<file path="config.mk">
export PLATFORM = sky130hd
export DESIGN_NAME = ball_dir_ctrl_flat
export DESIGN_NICKNAME = d
export VERILOG_FILES = /design/src/rtl/ball_dir_ctrl_if.sv /design/src/rtl/ball_dir_ctrl.sv /design/src/flat_wrapper.sv
export SDC_FILE = /design/constraint.sdc
export NUM_CORES = 1
export LEC_CHECK = 0
export ABC_AREA = 1
export CORE_UTILIZATION = 42
export DETAILED_ROUTE_END_ITERATION = 12
export GPL_TIMING_DRIVEN = 0
export PLACE_DENSITY = 0.66
export SLEW_MARGIN = 20
export SYNTH_ARGS = -nofsm -noshare
export SYNTH_HDL_FRONTEND = slang
export SYNTH_SLANG_ARGS = --single-unit
</file>
<file path="constraint.sdc">
create_clock -name clk -period 3.86 [get_ports clk]
set_input_delay 0.772 -clock clk [delete_from_list [all_inputs] [get_ports clk]]
set_output_delay 0.772 -clock clk [all_outputs]
set_load 0.02 [all_outputs]
</file>
<file path="src/rtl/ball_dir_ctrl_if.sv">
// ----------------------------------------------------------------------------
// ball_dir_ctrl_if
// Bundle of the signals between the rules controller and its neighbours
// (paddle logic, ball-position register, display and score logic).
//   start, tick       : game start level and one-cycle move strobe
//   pos               : packed ball position {x, y}
//   lpad_y, rpad_y    : top rows of the left/right paddles
//   vector            : motion vector {dx, dy} for the position register
//   en                : 1 = ball moves, 0 = position register recentres
//   score_l, score_r  : running scores
//   point_l, point_r  : one-cycle scoring pulses
//   game_over         : high while the game is finished
// The slave modport is the controller; master is the surrounding system.
// ----------------------------------------------------------------------------
interface ball_dir_ctrl_if #(
    parameter int BIT_OF_WIDTH = 3
);
    logic                        start;
    logic                        tick;
    logic [2*BIT_OF_WIDTH-1:0]   pos;
    logic [BIT_OF_WIDTH-1:0]     lpad_y;
    logic [BIT_OF_WIDTH-1:0]     rpad_y;
    logic [3:0]                  vector;
    logic                        en;
    logic [3:0]                  score_l;
    logic [3:0]                  score_r;
    logic                        point_l;
    logic                        point_r;
    logic                        game_over;

    modport master (
        output start, tick, pos, lpad_y, rpad_y,
        input  vector, en, score_l, score_r, point_l, point_r, game_over
    );

    modport slave (
        input  start, tick, pos, lpad_y, rpad_y,
        output vector, en, score_l, score_r, point_l, point_r, game_over
    );
endinterface

</file>
<file path="src/rtl/ball_dir_ctrl.sv">
// ----------------------------------------------------------------------------
// ball_dir_ctrl
// Direction and rules controller for the ball. From the ball position and
// both paddle positions it produces the per-step motion vector, handles wall
// and paddle bounces, detects misses, keeps score and ends the game.
// Ports:
//   clk      : single clock, rising edge
//   rst_n    : asynchronous active-low reset
//   io_bus   : ball_dir_ctrl_if.slave (see interface header for signals)
// ----------------------------------------------------------------------------
module ball_dir_ctrl #(
    parameter int WIDTH        = 8,
    parameter int BIT_OF_WIDTH = 3,
    parameter int PADDLE_LEN   = 3,
    parameter int WIN_SCORE    = 9,
    parameter int HOLD_CYCLES  = 4
) (
    input  logic clk,
    input  logic rst_n,
    ball_dir_ctrl_if.slave io_bus
);
    localparam int HW = (HOLD_CYCLES > 1) ? $clog2(HOLD_CYCLES) : 1;
    localparam int BW = BIT_OF_WIDTH + 1;

    localparam logic [1:0] D_POS  = 2'b01;
    localparam logic [1:0] D_NEG  = 2'b11;
    localparam logic [3:0] SERVE0 = 4'b0101;

    typedef enum logic [2:0] {
        S_IDLE,
        S_HOLD,
        S_PLAY,
        S_POINT,
        S_OVER
    } state_t;

    state_t                  r_state;
    logic [3:0]              r_dir;
    logic [3:0]              r_vector;
    logic                    r_en;
    logic [3:0]              r_score_l;
    logic [3:0]              r_score_r;
    logic                    r_point_l;
    logic                    r_point_r;
    logic                    r_game_over;
    logic [HW-1:0]           r_hold_cnt;
    logic [1:0]              r_guard_cnt;
    logic                    r_last_r;      // 1 when the last point went to the right player

    logic [BIT_OF_WIDTH-1:0] w_x;
    logic [BIT_OF_WIDTH-1:0] w_y;
    logic [BW-1:0]           w_y_ext;
    logic [BW-1:0]           w_lpad_lo;
    logic [BW-1:0]           w_lpad_hi;
    logic [BW-1:0]           w_rpad_lo;
    logic [BW-1:0]           w_rpad_hi;
    logic                    w_on_lpad;
    logic                    w_on_rpad;
    logic [3:0]              w_dir_next;
    logic                    w_miss_l;      // ball reached column 0, right scores
    logic                    w_miss_r;      // ball reached column WIDTH-1, left scores
    logic                    w_won;

    assign w_x = io_bus.pos[2*BIT_OF_WIDTH-1:BIT_OF_WIDTH];
    assign w_y = io_bus.pos[BIT_OF_WIDTH-1:0];

    // Paddle spans computed one bit wider so a paddle near the bottom row
    // does not wrap around to cover row 0.
    assign w_y_ext   = {1'b0, w_y};
    assign w_lpad_lo = {1'b0, io_bus.lpad_y};
    assign w_lpad_hi = w_lpad_lo + BW'(PADDLE_LEN - 1);
    assign w_rpad_lo = {1'b0, io_bus.rpad_y};
    assign w_rpad_hi = w_rpad_lo + BW'(PADDLE_LEN - 1);
    assign w_on_lpad = (w_y_ext >= w_lpad_lo) && (w_y_ext <= w_lpad_hi);
    assign w_on_rpad = (w_y_ext >= w_rpad_lo) && (w_y_ext <= w_rpad_hi);

    assign w_miss_l = (w_x == '0);
    assign w_miss_r = (w_x == BIT_OF_WIDTH'(WIDTH - 1));
    assign w_won    = r_last_r ? (r_score_r == 4'(WIN_SCORE)) : (r_score_l == 4'(WIN_SCORE));

    // Axis reflections are independent, so a corner hit flips both.
    always_comb begin
        w_dir_next = r_dir;
        if (r_dir[1:0] == D_POS && w_y == BIT_OF_WIDTH'(WIDTH - 1)) begin
            w_dir_next[1:0] = D_NEG;
        end else if (r_dir[1:0] == D_NEG && w_y == '0) begin
            w_dir_next[1:0] = D_POS;
        end
        if (r_dir[3:2] == D_NEG && w_x == BIT_OF_WIDTH'(1) && w_on_lpad) begin
            w_dir_next[3:2] = D_POS;
        end else if (r_dir[3:2] == D_POS && w_x == BIT_OF_WIDTH'(WIDTH - 2) && w_on_rpad) begin
            w_dir_next[3:2] = D_NEG;
        end
    end

    always_ff @(posedge clk or negedge rst_n) begin
        if (!rst_n) begin
            r_state     <= S_IDLE;
            r_dir       <= SERVE0;
            r_vector    <= '0;
            r_en        <= 1'b0;
            r_score_l   <= '0;
            r_score_r   <= '0;
            r_point_l   <= 1'b0;
            r_point_r   <= 1'b0;
            r_game_over <= 1'b0;
            r_hold_cnt  <= '0;
            r_guard_cnt <= '0;
            r_last_r    <= 1'b0;
        end else begin
            r_point_l <= 1'b0;
            r_point_r <= 1'b0;
            case (r_state)
                S_IDLE: begin
                    r_en     <= 1'b0;
                    r_vector <= '0;
                    if (io_bus.start) begin
                        r_dir      <= SERVE0;
                        r_hold_cnt <= '0;
                        r_state    <= S_HOLD;
                    end
                end
                S_HOLD: begin
                    r_en        <= 1'b0;
                    r_vector    <= '0;
                    r_guard_cnt <= '0;
                    if (r_hold_cnt == HW'(HOLD_CYCLES - 1)) begin
                        r_en    <= 1'b1;
                        r_state <= S_PLAY;
                    end else begin
                        r_hold_cnt <= r_hold_cnt + 1'b1;
                    end
                end
                S_PLAY: begin
                    // A miss outranks a tick arriving in the same cycle.
                    if (w_miss_l || w_miss_r) begin
                        r_en        <= 1'b0;
                        r_vector    <= '0;
                        r_guard_cnt <= '0;
                        r_last_r    <= w_miss_l;
                        r_state     <= S_POINT;
                        if (w_miss_l) begin
                            r_point_r <= 1'b1;
                            if (r_score_r != 4'(WIN_SCORE)) r_score_r <= r_score_r + 1'b1;
                        end else begin
                            r_point_l <= 1'b1;
                            if (r_score_l != 4'(WIN_SCORE)) r_score_l <= r_score_l + 1'b1;
                        end
                    end else if (io_bus.tick && r_guard_cnt == '0) begin
                        r_dir       <= w_dir_next;
                        r_vector    <= w_dir_next;
                        r_guard_cnt <= 2'd2;
                    end else begin
                        // Vector is a single-cycle step; the guard keeps
                        // ticks out until the moved position has settled.
                        r_vector <= '0;
                        if (r_guard_cnt != '0) r_guard_cnt <= r_guard_cnt - 1'b1;
                    end
                end
                S_POINT: begin
                    r_en     <= 1'b0;
                    r_vector <= '0;
                    if (w_won) begin
                        r_game_over <= 1'b1;
                        r_state     <= S_OVER;
                    end else begin
                        // Serve toward the player who conceded.
                        r_dir      <= {(r_last_r ? D_NEG : D_POS), D_POS};
                        r_hold_cnt <= '0;
                        r_state    <= S_HOLD;
                    end
                end
                S_OVER: begin
                    r_en     <= 1'b0;
                    r_vector <= '0;
                    if (io_bus.start) begin
                        r_score_l   <= '0;
                        r_score_r   <= '0;
                        r_dir       <= SERVE0;
                        r_hold_cnt  <= '0;
                        r_game_over <= 1'b0;
                        r_state     <= S_HOLD;
                    end
                end
                default: r_state <= S_IDLE;
            endcase
        end
    end

    assign io_bus.vector    = r_vector;
    assign io_bus.en        = r_en;
    assign io_bus.score_l   = r_score_l;
    assign io_bus.score_r   = r_score_r;
    assign io_bus.point_l   = r_point_l;
    assign io_bus.point_r   = r_point_r;
    assign io_bus.game_over = r_game_over;
endmodule

</file>
<file path="src/flat_wrapper.sv">
// flat-port wrapper written by rule: the top's interface ports become plain ports
module ball_dir_ctrl_flat 
#(
    parameter int WIDTH        = 8,
    parameter int BIT_OF_WIDTH = 3,
    parameter int PADDLE_LEN   = 3,
    parameter int WIN_SCORE    = 9,
    parameter int HOLD_CYCLES  = 4
)
  (clk, rst_n, io_bus_start, io_bus_tick, io_bus_pos, io_bus_lpad_y, io_bus_rpad_y, io_bus_vector, io_bus_en, io_bus_score_l, io_bus_score_r, io_bus_point_l, io_bus_point_r, io_bus_game_over);
  ball_dir_ctrl_if #(.BIT_OF_WIDTH(BIT_OF_WIDTH)) io_bus_i ();
  input  logic clk;
  input  logic rst_n;
  input wire logic [$bits(io_bus_i.start)-1:0] io_bus_start;
  input wire logic [$bits(io_bus_i.tick)-1:0] io_bus_tick;
  input wire logic [$bits(io_bus_i.pos)-1:0] io_bus_pos;
  input wire logic [$bits(io_bus_i.lpad_y)-1:0] io_bus_lpad_y;
  input wire logic [$bits(io_bus_i.rpad_y)-1:0] io_bus_rpad_y;
  output wire logic [$bits(io_bus_i.vector)-1:0] io_bus_vector;
  output wire logic [$bits(io_bus_i.en)-1:0] io_bus_en;
  output wire logic [$bits(io_bus_i.score_l)-1:0] io_bus_score_l;
  output wire logic [$bits(io_bus_i.score_r)-1:0] io_bus_score_r;
  output wire logic [$bits(io_bus_i.point_l)-1:0] io_bus_point_l;
  output wire logic [$bits(io_bus_i.point_r)-1:0] io_bus_point_r;
  output wire logic [$bits(io_bus_i.game_over)-1:0] io_bus_game_over;
  assign io_bus_i.start = io_bus_start;
  assign io_bus_i.tick = io_bus_tick;
  assign io_bus_i.pos = io_bus_pos;
  assign io_bus_i.lpad_y = io_bus_lpad_y;
  assign io_bus_i.rpad_y = io_bus_rpad_y;
  assign io_bus_vector = io_bus_i.vector;
  assign io_bus_en = io_bus_i.en;
  assign io_bus_score_l = io_bus_i.score_l;
  assign io_bus_score_r = io_bus_i.score_r;
  assign io_bus_point_l = io_bus_i.point_l;
  assign io_bus_point_r = io_bus_i.point_r;
  assign io_bus_game_over = io_bus_i.game_over;
  ball_dir_ctrl #(.WIDTH(WIDTH), .BIT_OF_WIDTH(BIT_OF_WIDTH), .PADDLE_LEN(PADDLE_LEN), .WIN_SCORE(WIN_SCORE), .HOLD_CYCLES(HOLD_CYCLES)) u_core (.clk(clk), .rst_n(rst_n), .io_bus(io_bus_i));
endmodule
</file>
==> results of run 1 <==
==> kinds of logic (layout without fill, tap and decap cells) <==
logic type / count (synthesis) / count (layout) / synth area share [%]
AOI/OAI and AO/OA: 33 / 33 / 11.1
xor gates and xnor gates: 3 / 3 / 1.46
adders and majority gates: 18 / 18 / 12.5
buffers and inverters: 43 / 78 / 8.94
DFF: 28 / 28 / 38.9
and+or+nand+nor: 105 / 105 / 27.1
==> per-stage QoR <==
step	instance area, um2	hold WS (ns)	util [%]	setup slack [ns]
3_3_place_gp	2180	0.455	53.7	1.32
6_report	2240	0.479	55.3	1.63
4_1_cts	2240	0.485	55.3	1.61
3_5_place_dp	2170	0.461	53.6	1.32
2_1_floorplan	1810	0.442	-	1.92
5_1_grt	2240	0.512	55.3	1.49
==> layout by cell type (no fill, tap or decap) <==
cell	instances
a21oi_1	9
buf_2	1
nor3_1	4
inv_2	5
nand2_1	47
nor4_1	1
nand3_1	24
nand3_2	4
dfrtp_1	26
xor2_1	2
dfstp_2	2
o21ai_1	4
clkdlybuf4s50_1	30
clkbuf_8	3
o22ai_1	1
a211oi_1	1
nand2_4	1
xnor2_1	1
ha_1	18
o2111ai_1	1
nand4_1	3
o31ai_2	1
o31ai_1	2
bufinv_16	1
nor2_1	14
o22ai_2	1
nor2_2	3
nand2_2	4
o21ai_2	2
inv_1	38
o21ai_0	11
==> layer usage <==
layer / global-route usage, % / part of all wire, %
met1: 24.0 / 50
met5: 0 / 0
met4: 2.39 / 0.22
met2: 29.0 / 46
met3: 3.55 / 4.0
==> layout make-up <==
class                      instances  area share, %
clock buffer                       3           1.84
multi-input combinational        159           41.9
clock inverter                     1           1.34
inverter                          43           7.19
timing repair buffer              31           13.6
tap                               50           2.79
sequential                        28           31.3
==> worst paths after layout <==
path	slack, ns	depth (start not counted)	end	start
max in group asynchronous	2.96	1	u_core.r_state[1]$_DFFE_PN0P_	rst_n
worst max-delay path	1.63	11	u_core.r_dir[3]$_DFFE_PN0P_	io_bus_rpad_y[1]
worst min register to register	0.48	2	u_core.r_guard_cnt[0]$_DFFE_PN0P_	u_core.r_guard_cnt[0]$_DFFE_PN0P_
min in group asynchronous	0.50	1	u_core.io_bus.score_r[2]$_DFFE_PN0P_	rst_n
worst max register to register	2.40	7	u_core.io_bus.score_l[0]$_DFFE_PN0P_	u_core.r_state[2]$_DFFE_PN0P_
worst min-delay path	0.48	2	u_core.r_guard_cnt[0]$_DFFE_PN0P_	u_core.r_guard_cnt[0]$_DFFE_PN0P_
==> power groups by stage <==
stage | Combinational (mW) | Clock, mW | Sequential, mW
6_report | 0.614 | 0.231 | 0.464
5_1_grt | 0.706 | 0.247 | 0.481
4_1_cts | 0.619 | 0.237 | 0.467
3_5_place_dp | 0.615 | 0 | 0.473
3_3_place_gp | 0.607 | 0 | 0.470
2_1_floorplan | 0.357 | 0 | 0.519
==> sequential cells by signal (all words and copies together), names as in the netlist <==
register and cells:
u_core.r_dir 4, u_core.io_bus.vector 4, u_core.r_hold_cnt 2, u_core.io_bus.game_over 1, u_core.io_bus.en 1, u_core.r_last_r 1
u_core.io_bus.score_r 4, u_core.r_state 3, u_core.io_bus.point_r 1, u_core.r_guard_cnt 2, u_core.io_bus.score_l 4, u_core.io_bus.point_l 1
==> critical path: cells and delay by family <==
| family | cells | cell delay, ns |
|---|---|---|
| and+or+nand+nor | 5 | 0.35 |
| AOI/OAI and AO/OA | 2 | 0.25 |
| buffers and inverters | 2 | 0.49 |
| adders and majority gates | 2 | 0.59 |
==> results.sh, run 1 <==
export IMPL_status="completed"
export IMPL_holdBufCountCts=0
export IMPL_gp_congestion=0.850
export IMPL_drc=0
export IMPL_drt_iter0_drc=55
export IMPL_antenna_found_initial=0
export IMPL_synth_edf_count=0
export IMPL_vias_per_cell=4.97
export IMPL_drv_slew=0
export IMPL_relSlewSlack_pct=58.3
export IMPL_clk_path_buf_depth=2
export IMPL_syn_nets=264
export IMPL_cts_setup_buffers=0
export IMPL_crit_chain="clkdlybuf4s50_1 -> ha_1 -> inv_1 -> ha_1 -> a21oi_1 -> nand2_1 -> nand2_1 -> nand3_1 -> nand2_1 -> nand3_1 -> a21oi_1"
export IMPL_ant_nets=0
export IMPL_synth_most_common_cell="nand2_1"
export IMPL_nets=300
export IMPL_synth_ff_type="dfrtp_1"
export IMPL_p_per_area_nw_per_um2=584
export IMPL_tightest_slew_ns=0.626
export IMPL_synth_top_area_share_pct=36.0
export IMPL_num_antenna_cells=0
export IMPL_finClkSkew_ns=0.00287
export IMPL_synth_distinct_cells=27
export IMPL_p_leak_nw=1.15
export IMPL_multi_input_area_um2=941
export IMPL_period_share_pct=57.9
export IMPL_chipHeight_um=67.6
export IMPL_power_mw=1.31
export IMPL_fmax_mhz=447
export IMPL_ys_seq_area_share_pct=38.9
export IMPL_syn_area_per_cell_um2=7.85
export IMPL_post_drt_wl_per_cell_um=11.3
export IMPL_syn_inst=230
export IMPL_htree_num_levels=1
export IMPL_grt_overflow_total=0
export IMPL_crit_slowest_cell="clkdlybuf4s50_1"
export IMPL_regArea_um2=703
export IMPL_dieWidth_um=67.6
export IMPL_drive_above_1_share_pct=10.6
export IMPL_power_switching_mw=0.533
export IMPL_cts_sinks=28
export IMPL_clockPowerShare_pct=17.7
export IMPL_area_growth_pct=24.3
export IMPL_grt_pass1_vias=1438
export IMPL_dp_hpwl_um=2820
export IMPL_syn_area_um2=1810
export IMPL_max_cap_violations=0
export IMPL_finalHoldViolations=0
export IMPL_final_cells=315
export IMPL_core_um2=4060
export IMPL_via_count=1567
export IMPL_synth_area_top_cells="dfrtp_1 36%, ha_1 12%, nand2_1 9.8%"
export IMPL_ys_ff_latch=28
export IMPL_critPathMaxStageDelay_ns=0.45
export IMPL_critPathMaxFanout=3
export IMPL_synthTopCellsByCount="47 x nand2_1, 38 x inv_1, 26 x dfrtp_1, 24 x nand3_1, 18 x ha_1"
export IMPL_endpoint_kind="flop"
export IMPL_first_pass_iters=4
export IMPL_swShare_pct=40.7
export IMPL_synth_warnings=0
export IMPL_min_period_ns=2.23
export IMPL_cts_root_buffer="clkbuf_8"
export IMPL_cts_tree="yes"
export IMPL_setup_viol=0
export IMPL_async_reset_ff_share_pct=100
export IMPL_placed_cells=311
export IMPL_ios=32
export IMPL_start_kind="primary input"
export IMPL_cts_inserted_buffers=3
export IMPL_hold_path_class="reg2reg"
export IMPL_nFillCells=398
export IMPL_arrival_ns=2.44
export IMPL_p_comb_share_pct=46.9
export IMPL_worstSetupPathType="in2reg"
export IMPL_die_area_um2=4570
export IMPL_grt_pass1_wl_um=6160
export IMPL_drt_total_wl_um=3560
export IMPL_rsz0062_at_grt="false"
export IMPL_yosys_area_top_type="dfrtp_1"
export IMPL_track_usage_pct=17.6
export IMPL_start_util_pct=44.5
export IMPL_worstPathRequired_ns=4.07
export IMPL_rows=23
export IMPL_crit_top_cell="nand2_1"
export IMPL_clkTransAtPathRegs_ns=0.10
export IMPL_cts_resized=0
export IMPL_seqPwrFrac_pct=35.4
export IMPL_ir_worst_vdd_mv=0.465
export IMPL_clock_latency_ns=0.28
export IMPL_grt_max_degree=29
export IMPL_p_int_mw=0.777
export IMPL_io_buffers=31
export IMPL_setup_tns_ns=0
Power figures use the tool's default switching activity.
==> inputs of run 2 (changes only) <==
==> constraint.sdc (replaced) <==
create_clock -name clk -period 2.2 [get_ports clk]
set_input_delay 0.44 -clock clk [delete_from_list [all_inputs] [get_ports clk]]
set_output_delay 0.44 -clock clk [all_outputs]
set_load 0.02 [all_outputs]
==> results of run 2 <==
The final DEF is identical to that of run 1. Status: completed.
Main changes from that run: setup slack after placement 1.32 ns -> -0.00906 ns; clock-pin slew on the worst setup and hold paths 0.10 ns -> 0.09 ns; setup slack after layout 1.63 ns -> 0.297 ns; hold slack 0.479 ns -> 0.170 ns; register-to-register setup slack 2.40 ns -> 0.74 ns; total power 1.31 mW -> 2.30 mW; worst IR drop on VDD 0.465 mV -> 0.815 mV
==> inputs of run 3 (changes only) <==
--- a/config.mk
+++ b/config.mk
@@ -8,8 +8,9 @@
 export ABC_AREA = 1
 export CORE_UTILIZATION = 42
 export DETAILED_ROUTE_END_ITERATION = 12
+export DONT_BUFFER_PORTS = 1
 export GPL_TIMING_DRIVEN = 0
-export PLACE_DENSITY = 0.66
+export PLACE_DENSITY_LB_ADDON = 0.3
 export SLEW_MARGIN = 20
 export SYNTH_ARGS = -nofsm -noshare
 export SYNTH_HDL_FRONTEND = slang
==> run 3 against run 2 <==
Net effect:
- via count fell by 7.7%
- critical path depth down 2
- sequential share of layout area grew 4.9 points
- register-to-register slack got worse by 0.09 ns
- fmax up 23%
- count of clock-buffer cells in the layout is 1 higher
- wire length fell by 3.5%
- sequential cell count unchanged
- utilization is 7.4 points lower
- worst hold slack gained 0.088 ns
- sequential power up 15%
- largest power group is now registers
==> results.sh, run 3 (synthesized netlist as in run 1, its figures left out) <==
export IMPL_relSlewSlack_pct=74.2
export IMPL_period_share_pct=70.4
export IMPL_cts_inserted_buffers=3
export IMPL_cp_endpoint="u_core.io_bus.score_l[0]$_DFFE_PN0P_"
export IMPL_antenna_found_initial=0
export IMPL_cts_root_buffer="clkbuf_8"
export IMPL_finClkSkew_ns=0.0105
export IMPL_r2r_end="u_core.io_bus.score_l[0]$_DFFE_PN0P_"
export IMPL_io_buffers=0
export IMPL_nets=271
export IMPL_endpoint_kind="flop"
export IMPL_grt_pass1_wl_um=5890
export IMPL_worstRegToRegCells=9
export IMPL_num_antenna_cells=0
export IMPL_drt_iter0_drc=74
export IMPL_htree_num_levels=1
export IMPL_drive_above_1_share_pct=11.4
export IMPL_nFillCells=413
export IMPL_crit_start="u_core.io_bus.score_l[1]$_DFFE_PN0P_"
export IMPL_finalHoldViolations=0
export IMPL_arrival_ns=1.76
export IMPL_rrSetupSlack_ns=0.65
export IMPL_final_common_cell="nand2_1"
export IMPL_rows=23
export IMPL_rsz0062_at_grt="false"
export IMPL_die_area_um2=4570
export IMPL_tightest_slew_ns=0.388
export IMPL_ios=32
export IMPL_gp_congestion=0.901
export IMPL_clk_path_buf_depth=2
export IMPL_core_um2=4060
export IMPL_start_util_pct=44.5
export IMPL_critPathMaxFanout=6
export IMPL_post_drt_wl_per_cell_um=12.0
export IMPL_setup_slack_ns=0.650
export IMPL_clkTransAtPathRegs_ns=0.10
export IMPL_final_cell_mix="47 x nand2_1, 38 x inv_1, 26 x dfrtp_1"
export IMPL_hold_path_class="in2reg"
export IMPL_cts_tree="yes"
export IMPL_vias_per_cell=5.06
export IMPL_hold_depth=1
export IMPL_via_count=1446
export IMPL_grt_max_degree=29
export IMPL_r2r_start="u_core.io_bus.score_l[1]$_DFFE_PN0P_"
export IMPL_p_leak_nw=1.03
export IMPL_worstSetupPathType="reg2reg"
export IMPL_ant_nets=0
export IMPL_cts_sinks=28
export IMPL_place_ws_ns=0.432
export IMPL_fmax_mhz=645
export IMPL_max_cap_violations=0
export IMPL_min_period_ns=1.55
export IMPL_worstPathRequired_ns=2.42
export IMPL_p_per_area_nw_per_um2=1020
export IMPL_area_growth_pct=7.62
export IMPL_status="completed"
export IMPL_start_kind="flop"
export IMPL_track_usage_pct=17.2
export IMPL_clock_latency_ns=0.28
export IMPL_dieWidth_um=67.6
export IMPL_drv_slew=0
export IMPL_chipHeight_um=67.6
export IMPL_cts_resized=0
export IMPL_grt_pass1_vias=1364
export IMPL_grt_overflow_total=0
export IMPL_setup_tns_ns=0
export IMPL_drt_total_wl_um=3440
export IMPL_setup_viol=0
export IMPL_dp_hpwl_um=2740
export IMPL_ir_worst_vdd_mv=0.323
export IMPL_first_pass_iters=5
export IMPL_drc=0
==> run 3: what timing repair did <==
item / CTS / global route
hold buffers: 2 / 0
endpoints found under the hold margin: 28 / 0
buffers inserted: 0 / 0
==> run 3: worst min path at each step <==
stage	start	end
after floorplan	rst_n	u_core.io_bus.en$_DFFE_PN0P_
after detailed placement	rst_n	u_core.io_bus.score_r[2]$_DFFE_PN0P_
final	io_bus_start	u_core.r_state[2]$_DFFE_PN0P_
after CTS	io_bus_start	u_core.r_state[2]$_DFFE_PN0P_
after global placement	rst_n	u_core.io_bus.score_r[2]$_DFFE_PN0P_
after global routing	io_bus_start	u_core.r_state[2]$_DFFE_PN0P_
==> run 3: power by group <==
| part | switching [mW] | total (mW) | internal (mW) |
|---|---|---|---|
| Combinational | 0.468 | 0.763 | 0.296 |
| Clock | 0.159 | 0.289 | 0.130 |
| Sequential | 0.274 | 0.937 | 0.663 |
| Total | 0.900 | 1.99 | 1.09 |
==> run 3: worst max-delay path, cell delays in order, from the launching register on <==
cell     delay [ns]
dfrtp_1        0.54
inv_1          0.12
ha_1           0.19
inv_1          0.05
nor2_1         0.05
o21ai_2        0.12
nand3_2        0.15
inv_2          0.10
nand2_2        0.06
o21ai_2        0.11
==> run 3: final cells by class <==
| class | count | area, um2 | share of cell area [%] |
|---|---|---|---|
| multi-input combinational | 159 | 941 | 48.4 |
| sequential | 28 | 703 | 36.2 |
| inverter | 43 | 161 | 8.31 |
| tap | 50 | 62.6 | 3.22 |
| clock buffer | 4 | 45.0 | 2.32 |
| timing repair buffer | 2 | 30.0 | 1.55 |
==> run 3: stage by stage <==
stage / area (um2) / hold WS [ns] / power [mW] / instances / util (%)
floorplan: 1810 / 0.144 / 1.54 / 230 / -
global placement: 1870 / 0.145 / 1.68 / 280 / 46.0
detailed placement: 1870 / 0.145 / 1.70 / 280 / 46.0
CTS: 1940 / 0.255 / 2.01 / 286 / 47.9
global route: 1940 / 0.261 / 2.20 / 286 / 47.9
finish: 1940 / 0.258 / 1.99 / 286 / 47.9
==> run 3: routing by layer <==
layer  vias up  routed length, um  global-route usage [%]
li1        761                  -                       -
met1       663               1650                    21.8
met2        17               1590                    28.3
met3         5                161                    4.56
met4         0                 42                    4.79
met5         -                  0                       0
